$ cat config.mk
export PLATFORM = sky130hd
export DESIGN_NAME = multicycle_control_fsm
export DESIGN_NICKNAME = d
export VERILOG_FILES = /design/src/rtl/multicycle_control_fsm.sv
export SDC_FILE = /design/constraint.sdc
export NUM_CORES = 1
export LEC_CHECK = 0
export CORE_AREA = 2 2 72 74
export DETAILED_ROUTE_END_ITERATION = 6
export DIE_AREA = 0 0 74 76
export PLACE_DENSITY_LB_ADDON = 0.3
export RECOVER_POWER = 100
export SLEW_MARGIN = 20
export SYNTH_ARGS = -nofsm -noshare
export SYNTH_HDL_FRONTEND = slang
export SYNTH_SLANG_ARGS = --single-unit
$ cat constraint.sdc
create_clock -name clk -period 3.6 [get_ports clk]
set_input_delay 0.72 -clock clk [delete_from_list [all_inputs] [get_ports clk]]
set_output_delay 0.72 -clock clk [all_outputs]
set_load 0.01 [all_outputs]
$ cat src/rtl/multicycle_control_fsm.sv
// multicycle_control_fsm: sequences fetch/decode/execute/memory/writeback
// over a shared ready-handshaked memory port, with illegal/timeout traps.
// Ports: clk, rst_n (async low); en, op, zero, mem_ready in;
//   mem_req, iord, ir_write, pc_write, pc_src, reg_write, mem_write,
//   res_src, alu_src, alu_op control out; illegal, timeout, retired status.
module multicycle_control_fsm #(
  parameter int OP_W     = 2,
  parameter int WAIT_MAX = 15,
  parameter int CNT_W    = 16
) (
  input  logic             clk,
  input  logic             rst_n,
  input  logic             en,
  input  logic [OP_W-1:0]  op,
  input  logic             zero,
  input  logic             mem_ready,
  output logic             mem_req,
  output logic             iord,
  output logic             ir_write,
  output logic             pc_write,
  output logic             pc_src,
  output logic             reg_write,
  output logic             mem_write,
  output logic             res_src,
  output logic             alu_src,
  output logic [1:0]       alu_op,
  output logic             illegal,
  output logic             timeout,
  output logic [CNT_W-1:0] retired
);

  localparam int WW = $clog2(WAIT_MAX + 1);
  localparam logic [WW-1:0] WLIM = WW'(WAIT_MAX - 1);

  typedef enum logic [3:0] {
    S_IDLE, S_FETCH, S_DECODE, S_EXEC_R, S_WB_ALU,
    S_MEM_ADDR, S_MEM_RD, S_WB_MEM, S_MEM_WR,
    S_BRANCH, S_TRAP
  } state_e;

  state_e           state_q, state_d;
  logic [WW-1:0]    wcnt_q, wcnt_d;
  logic [1:0]       op_q, op_d;
  logic             ill_q, ill_d;
  logic             to_q, to_d;
  logic [CNT_W-1:0] ret_q, ret_d;

  logic [31:0] op_w;
  logic        op_ok;
  logic        wait_hit;
  logic        waiting;

  assign illegal = ill_q;
  assign timeout = to_q;
  assign retired = ret_q;

  always_ff @(posedge clk or negedge rst_n) begin
    if (!rst_n) begin
      state_q <= S_IDLE;
      wcnt_q  <= '0;
      op_q    <= '0;
      ill_q   <= 1'b0;
      to_q    <= 1'b0;
      ret_q   <= '0;
    end else begin
      state_q <= state_d;
      wcnt_q  <= wcnt_d;
      op_q    <= op_d;
      ill_q   <= ill_d;
      to_q    <= to_d;
      ret_q   <= ret_d;
    end
  end

  always_comb begin
    state_d   = state_q;
    wcnt_d    = wcnt_q;
    op_d      = op_q;
    ill_d     = ill_q;
    to_d      = to_q;
    ret_d     = ret_q;
    mem_req   = 1'b0;
    iord      = 1'b0;
    ir_write  = 1'b0;
    pc_write  = 1'b0;
    pc_src    = 1'b0;
    reg_write = 1'b0;
    mem_write = 1'b0;
    res_src   = 1'b0;
    alu_src   = 1'b0;
    alu_op    = 2'b00;
    op_w      = 32'(op);
    op_ok     = op_w < 32'd4;
    // Last permitted idle cycle with memory still not ready.
    wait_hit  = (wcnt_q == WLIM) && !mem_ready;
    waiting   = 1'b0;

    unique case (state_q)
      S_IDLE: begin
        if (en) state_d = S_FETCH;
      end
      S_FETCH: begin
        waiting = 1'b1;
        mem_req = 1'b1;
        if (mem_ready) begin
          ir_write = 1'b1;
          pc_write = 1'b1;
          state_d  = S_DECODE;
        end else if (wait_hit) begin
          to_d    = 1'b1;
          state_d = S_TRAP;
        end
      end
      S_DECODE: begin
        op_d = op[1:0];
        if (!op_ok) begin
          ill_d   = 1'b1;
          state_d = S_TRAP;
        end else begin
          unique case (op[1:0])
            2'b00:   state_d = S_EXEC_R;
            2'b10:   state_d = S_BRANCH;
            default: state_d = S_MEM_ADDR;
          endcase
        end
      end
      S_EXEC_R: begin
        alu_op  = 2'b10;
        state_d = S_WB_ALU;
      end
      S_WB_ALU: begin
        reg_write = 1'b1;
        ret_d     = ret_q + CNT_W'(1);
        state_d   = S_FETCH;
      end
      S_MEM_ADDR: begin
        alu_src = 1'b1;
        state_d = (op_q == 2'b11) ? S_MEM_WR : S_MEM_RD;
      end
      S_MEM_RD: begin
        waiting = 1'b1;
        mem_req = 1'b1;
        iord    = 1'b1;
        if (mem_ready) begin
          state_d = S_WB_MEM;
        end else if (wait_hit) begin
          to_d    = 1'b1;
          state_d = S_TRAP;
        end
      end
      S_WB_MEM: begin
        reg_write = 1'b1;
        res_src   = 1'b1;
        ret_d     = ret_q + CNT_W'(1);
        state_d   = S_FETCH;
      end
      S_MEM_WR: begin
        waiting   = 1'b1;
        mem_req   = 1'b1;
        iord      = 1'b1;
        mem_write = 1'b1;
        if (mem_ready) begin
          ret_d   = ret_q + CNT_W'(1);
          state_d = S_FETCH;
        end else if (wait_hit) begin
          to_d    = 1'b1;
          state_d = S_TRAP;
        end
      end
      S_BRANCH: begin
        alu_op   = 2'b01;
        pc_src   = 1'b1;
        pc_write = zero;
        ret_d    = ret_q + CNT_W'(1);
        state_d  = S_FETCH;
      end
      S_TRAP: begin
        state_d = S_TRAP;
      end
      default: begin
        state_d = S_IDLE;
      end
    endcase

    // Any state change restarts the wait count for the next memory state.
    if (state_d != state_q) begin
      wcnt_d = '0;
    end else if (waiting && !mem_ready) begin
      wcnt_d = wcnt_q + WW'(1);
    end
  end

endmodule
# After elaboration in Yosys (flattened, before gate mapping)
# Index checks and enable logic that the tools add are counted.
# word_totals
register_bits,27
in_bits,7
out_inout_bits,29
# classes
n_addsub,2
n_eq_ne,15
n_mux,23
bitwise_logic,1
n_reduce_logical,13
# ops
operator,count
4-bit case mux with 9 select lines,1
4-bit 2-to-1 mux,8
16-bit case mux with 2 select lines,1
16-bit by 1-bit adder with 16-bit output (second input constant),1
4-bit by 3-bit equality test with 1-bit output (second input constant),4
4-bit equality test (second input constant),4
16-bit 2-to-1 mux,1
1-bit 2-to-1 mux,9
4-bit by 2-bit equality test with 1-bit output (second input constant),2
4-bit case mux with 2 select lines,1
3-bit OR reduction,2
4-bit by 1-bit adder with 4-bit output (second input constant),1
2-bit equality test (second input constant),2
4-bit by 1-bit equality test with 1-bit output (second input constant),1
4-bit logical NOT,1
4-bit != test,1
2-bit case mux with 2 select lines,1
2-bit nonzero test,2
2-bit OR reduction,2
3-bit AND reduction,1
1-bit logical AND,2
2-bit logical NOT,1
2-bit != test (second input constant),1
1-bit case mux with 2 select lines,1
other kinds (3),3

# Depth between registers and ports, before layout
# depth
ltp_word,7
mapped_depth,7
mapped_depth_nobuf,7

# Least setup slack after synthesis
# Ideal clock, no wire load.
# synth_timing
path_kind,reg2out
startpoint,register state_q[0]
endpoint,output port pc_write
arrival_time_ps,1553
required_time_ps,2880
slack_ps,1327
path_stages_with_launch,5
path_cell_list,dfrtp_1 buf_2 buf_2 nor4bb_1 a21o_1
# synth_via
elab_chain_cells,2
elab_cells_between_ends,3
classes_between,eq/ne: 2; mux: 1
# synth_rtl
item,line_no,rtl
start: declaration,41,"state_e state_q, state_d;"
start signal: assignment,66,state_q <= state_d;
4-bit equality test / 4-bit by 1-bit equality test with 1-bit output (equally long branches),98,unique case (state_q)
1-bit case mux with 2 select lines *,98,
end: declaration,20,"output logic pc_write,"
# Every way passes the cells marked *; elsewhere a longest branch is shown, timed or not.

# Worst setup path after layout
# layout_timing
startpoint,register state_q[3]
endpoint,output port mem_req
# layout_via
elab_chain_cells,3
elab_cells_between_ends,5
classes_between,eq/ne: 3; mux: 1; reduce/logical: 1
# layout_rtl
item,line_no,rtl
4-bit equality test (tied with other cells),98,
3-bit OR reduction (no line) *,--,
1-bit 2-to-1 mux *,98,
end: declaration,17,"output logic mem_req,"
# Marked as above.

==> results.md <==
- CTS Buf Count: 3
- Vias: 1335
- Layout fillers: 498
- GPL Wtd Cong: 0.8022
- Mapped Area: 1662 µm²
- Tot GR Track Use: about an eighth
- Die Height: between 70 and 80 µm
- Buf/Inv on CP: 2
- Post-synth EDFFs: 0
- Avg WL per Cell: 12.45 µm
- Worst-Skew Late Latency: approximately 0.28 ns
- Iter 0 DRT Violations: 160
- Endpoint class of the critical path: output pin
- Largest net degree at the start of global routing: 28
- Initial antenna violation count: 0
- Worst-Margin Slew: between 1 and 1.5 ns
- Largest delay contributor family on the critical path: flip-flops
- Ant. Diodes: 0
- Final min period: just over 3 ns
- Max Slew Vio Count: 0
- Clock Skews: just over 0.007 ns
- # resized after CTS: 0
- Average size of a mapped cell: 9.495 µm²
- Final Cell Area: 2063 µm²
- Critical Path AT: roughly 2.4 ns
- Worst path cell trace: and4bb_2, a21oi_1, inv_1, clkdlybuf4s50_1
- Top cell type's share of synthesized area: around two fifths
- Synth area leaders: dfrtp_1 (41%), xnor2_1 (7.9%), nand3_1 (3.0%), nand2_1 (2.7%), and3_1 (2.6%)
- I/O pin count: 36
- Status: finished, final reports clean
- Hold violation count in the final report: 0
- Final cell count without fillers: 274
- Simple-gate share of the synthesized area: about 27%
- Critical Path Fanout Max: 23
- FF/Latch Area: just under 700 µm²
- # hold bufs at CTS: 0
- Layout net count: around 220
- Core area: roughly 5000 µm²
- Initial Utilization: about a third
- Min-delay worst type: reg -> reg
- Sequential share of the synthesized area: between 40 and 50%
- Post-synth cell types: 51
- Area after DPL: around 2000 µm²
- Peak VDD IR: around 210 µV
- Htree depth: 1
- Remaining Overflow, GRT: 0
- RSZ-0062 raised after global routing: false
- Final WL: 3.412 mm
- Footprint of the multi-input gates: ~880 µm²
- Max Clock Freq: roughly 320 MHz
- Post-DR vias/cell: 4.872
- Setup_tns: 0 ns
- Hpwl dp: between 2 and 2.5 mm
- Pwr dens: slightly below 600 nW/µm²
- Combinational family with the most area after synthesis: simple AND/OR/NAND/NOR gates
- CP required: around 2.9 ns
- MaxCap Viol Count: 0
- Core Util, Final: between 40% and 50%
- Post-synthesis cell count: 175
- CP Launch Type: register
- Tot Pwr: approximately 1.2 mW
- Synth area leader: dfrtp_1
- IO Port Bufs: 34
- First-pass GRT wire length: about 5.8 mm
- TritonCTS clock tree: built
- Most used flip-flop cell after synthesis: dfrtp_1
- Slowest stage delay, CP: about 0.74 ns
- Die Wd: around 74 µm
- # setup viols final: 0
- Yosys reg bits: 27
- Kind of critical path: reg -> out
- Post-route DRC: 0
- Clock transition at path regs: about 0.1 ns
- Slew HR: under 10%
- Multiplexer area fraction after synthesis: under 10%
- Synth warn: 0
- Leakage: around 0.93 nW
- Async set or reset register ratio after synthesis: 100.0%
- Final worst path period share: just under 90%
- Die area: around 5600 µm²
- Area growth syn-to-layout: 24.17%
- CTS Buffer Depth: 2
- Setup Fix Bufs, Post-CTS: 0
- CTS sink cnt: 27
- Final ANT Viol Nets: 0
- Fraction of layout cells with a size suffix above 1: about 7%
- Num rows: 26
- Synth Area in Compound Gates: between 10% and 20%
- Synth Net Count: 185
- Clk root buf: clkbuf_8
- XOR/XNOR Fraction of Synth Area: 10.54%
- DRT Pass-1 Iters: 4
- Placed Cells: 270
- Synthesized-area fraction occupied by adder cells: 2.259%
- Worst path slowest cell: dfrtp_1
- Vias in the first global route: between 1000 and 1500
==> worst register-to-register path: stages (launching register included) <==
cell and delay, ns:
dfrtp_1 0.60, buf_4 0.25, or3b_1 0.35, a21oi_1 0.24, or2_0 0.47, mux2_2 0.39
==> registers in the layout, indices dropped and copies added, names as in the netlist <==
register  cells
retired      16
wcnt_q        4
op_q          2
timeout       1
state_q       4
==> Yosys cell counts (2+ instances only) <==
cell type,count
a21oi_1,7
a21oi_2,2
a32oi_1,2
and3_1,7
buf_2,6
buf_4,4
dfrtp_1,27
ha_1,3
inv_1,4
mux2_2,3
nand2_1,12
nand2b_1,3
nand3_1,10
nand3b_1,2
nand4_1,4
nor2_1,10
nor3_1,5
nor3b_1,5
o211ai_1,2
o21ai_0,5
o21ai_1,2
or2_2,2
or3_1,2
xnor2_1,15
xor2_1,5
==> layer usage <==
| layer | vias up | part of all wire (%) | GRT usage, % |
|---|---|---|---|
| met2 | 27 | 45 | 18.39 |
| met1 | 628 | 50 | 19.13 |
| met3 | 5 | 3.3 | 1.720 |
| met5 | - | 0 | 0 |
| met4 | 0 | 1.6 | 4.909 |
| li1 | 675 | - | - |
==> area by class of cell <==
type / instances / share of cell area (%)
clock inverter: 1 / 0.3639
inverter: 4 / 0.7277
sequential: 27 / 32.75
timing repair buffer: 37 / 17.22
multi-input combinational: 132 / 42.69
clock buffer: 3 / 2.001
tap: 70 / 4.245
==> path summary, 6_finish.rpt <==
check | startpoint | to | slack, ns | cells after the start
worst max-delay path | state_q[3]$_DFF_PN0_ | mem_req | 0.48 | 4
worst min-delay path | retired[15]$_DFFE_PN0P_ | retired[15]$_DFFE_PN0P_ | 0.47 | 1
worst max register to register | state_q[2]$_DFF_PN0_ | retired[1]$_DFFE_PN0P_ | 1.21 | 5
worst min register to register | retired[15]$_DFFE_PN0P_ | retired[15]$_DFFE_PN0P_ | 0.47 | 1
max in group asynchronous | rst_n | state_q[1]$_DFF_PN0_ | 1.42 | 2
min in group asynchronous | rst_n | retired[4]$_DFFE_PN0P_ | 1.31 | 2
==> cell families (layout without fill, tap and decap cells) <==
| group | count (synthesis) | in the layout |
|---|---|---|
| AND/OR/NAND/NOR | 76 | 76 |
| other | 1 | 1 |
| buffers and inverters | 16 | 45 |
| AO/OA/AOI/OAI | 28 | 28 |
| adder cells (fa/ha/maj) | 3 | 3 |
| flip-flops | 27 | 27 |
| XOR/XNOR | 20 | 20 |
| multiplexers | 4 | 4 |
==> cells in the final DEF, fill, tap and decap left out, drive strengths merged, types with 2 or more instances in the layout <==
| cell type | instances |
|---|---|
| nor2 | 10 |
| inv | 4 |
| nor3b | 5 |
| nand2 | 12 |
| nor3 | 6 |
| clkdlybuf4s50 | 6 |
| clkbuf | 5 |
| xor2 | 5 |
| a21oi | 9 |
| ha | 3 |
| nand3b | 2 |
| or3 | 2 |
| dfrtp | 27 |
| mux2 | 3 |
| a32oi | 2 |
| o211ai | 2 |
| or3b | 2 |
| and3 | 7 |
| xnor2 | 15 |
| nand2b | 3 |
| nand4 | 5 |
| o21ai | 7 |
| dlygate4sd3 | 28 |
| or2 | 3 |
| nand3 | 11 |
==> stage by stage <==
step / setup WS, ns / hold slack [ns]
finish: 0.4842 / 0.4675
global route: 0.2896 / 0.4839
CTS: 0.5985 / 0.4817
detailed placement: 0.6641 / 0.4636
global placement: 0.6979 / 0.4614
floorplan: 1.327 / 0.4244
==> where the power goes <==
part           internal [mW]  switching, mW
clock                 0.0788          0.103
combinational          0.263          0.277
sequential             0.362          0.118
total                  0.704          0.498
Power figures use the tool's default switching activity.
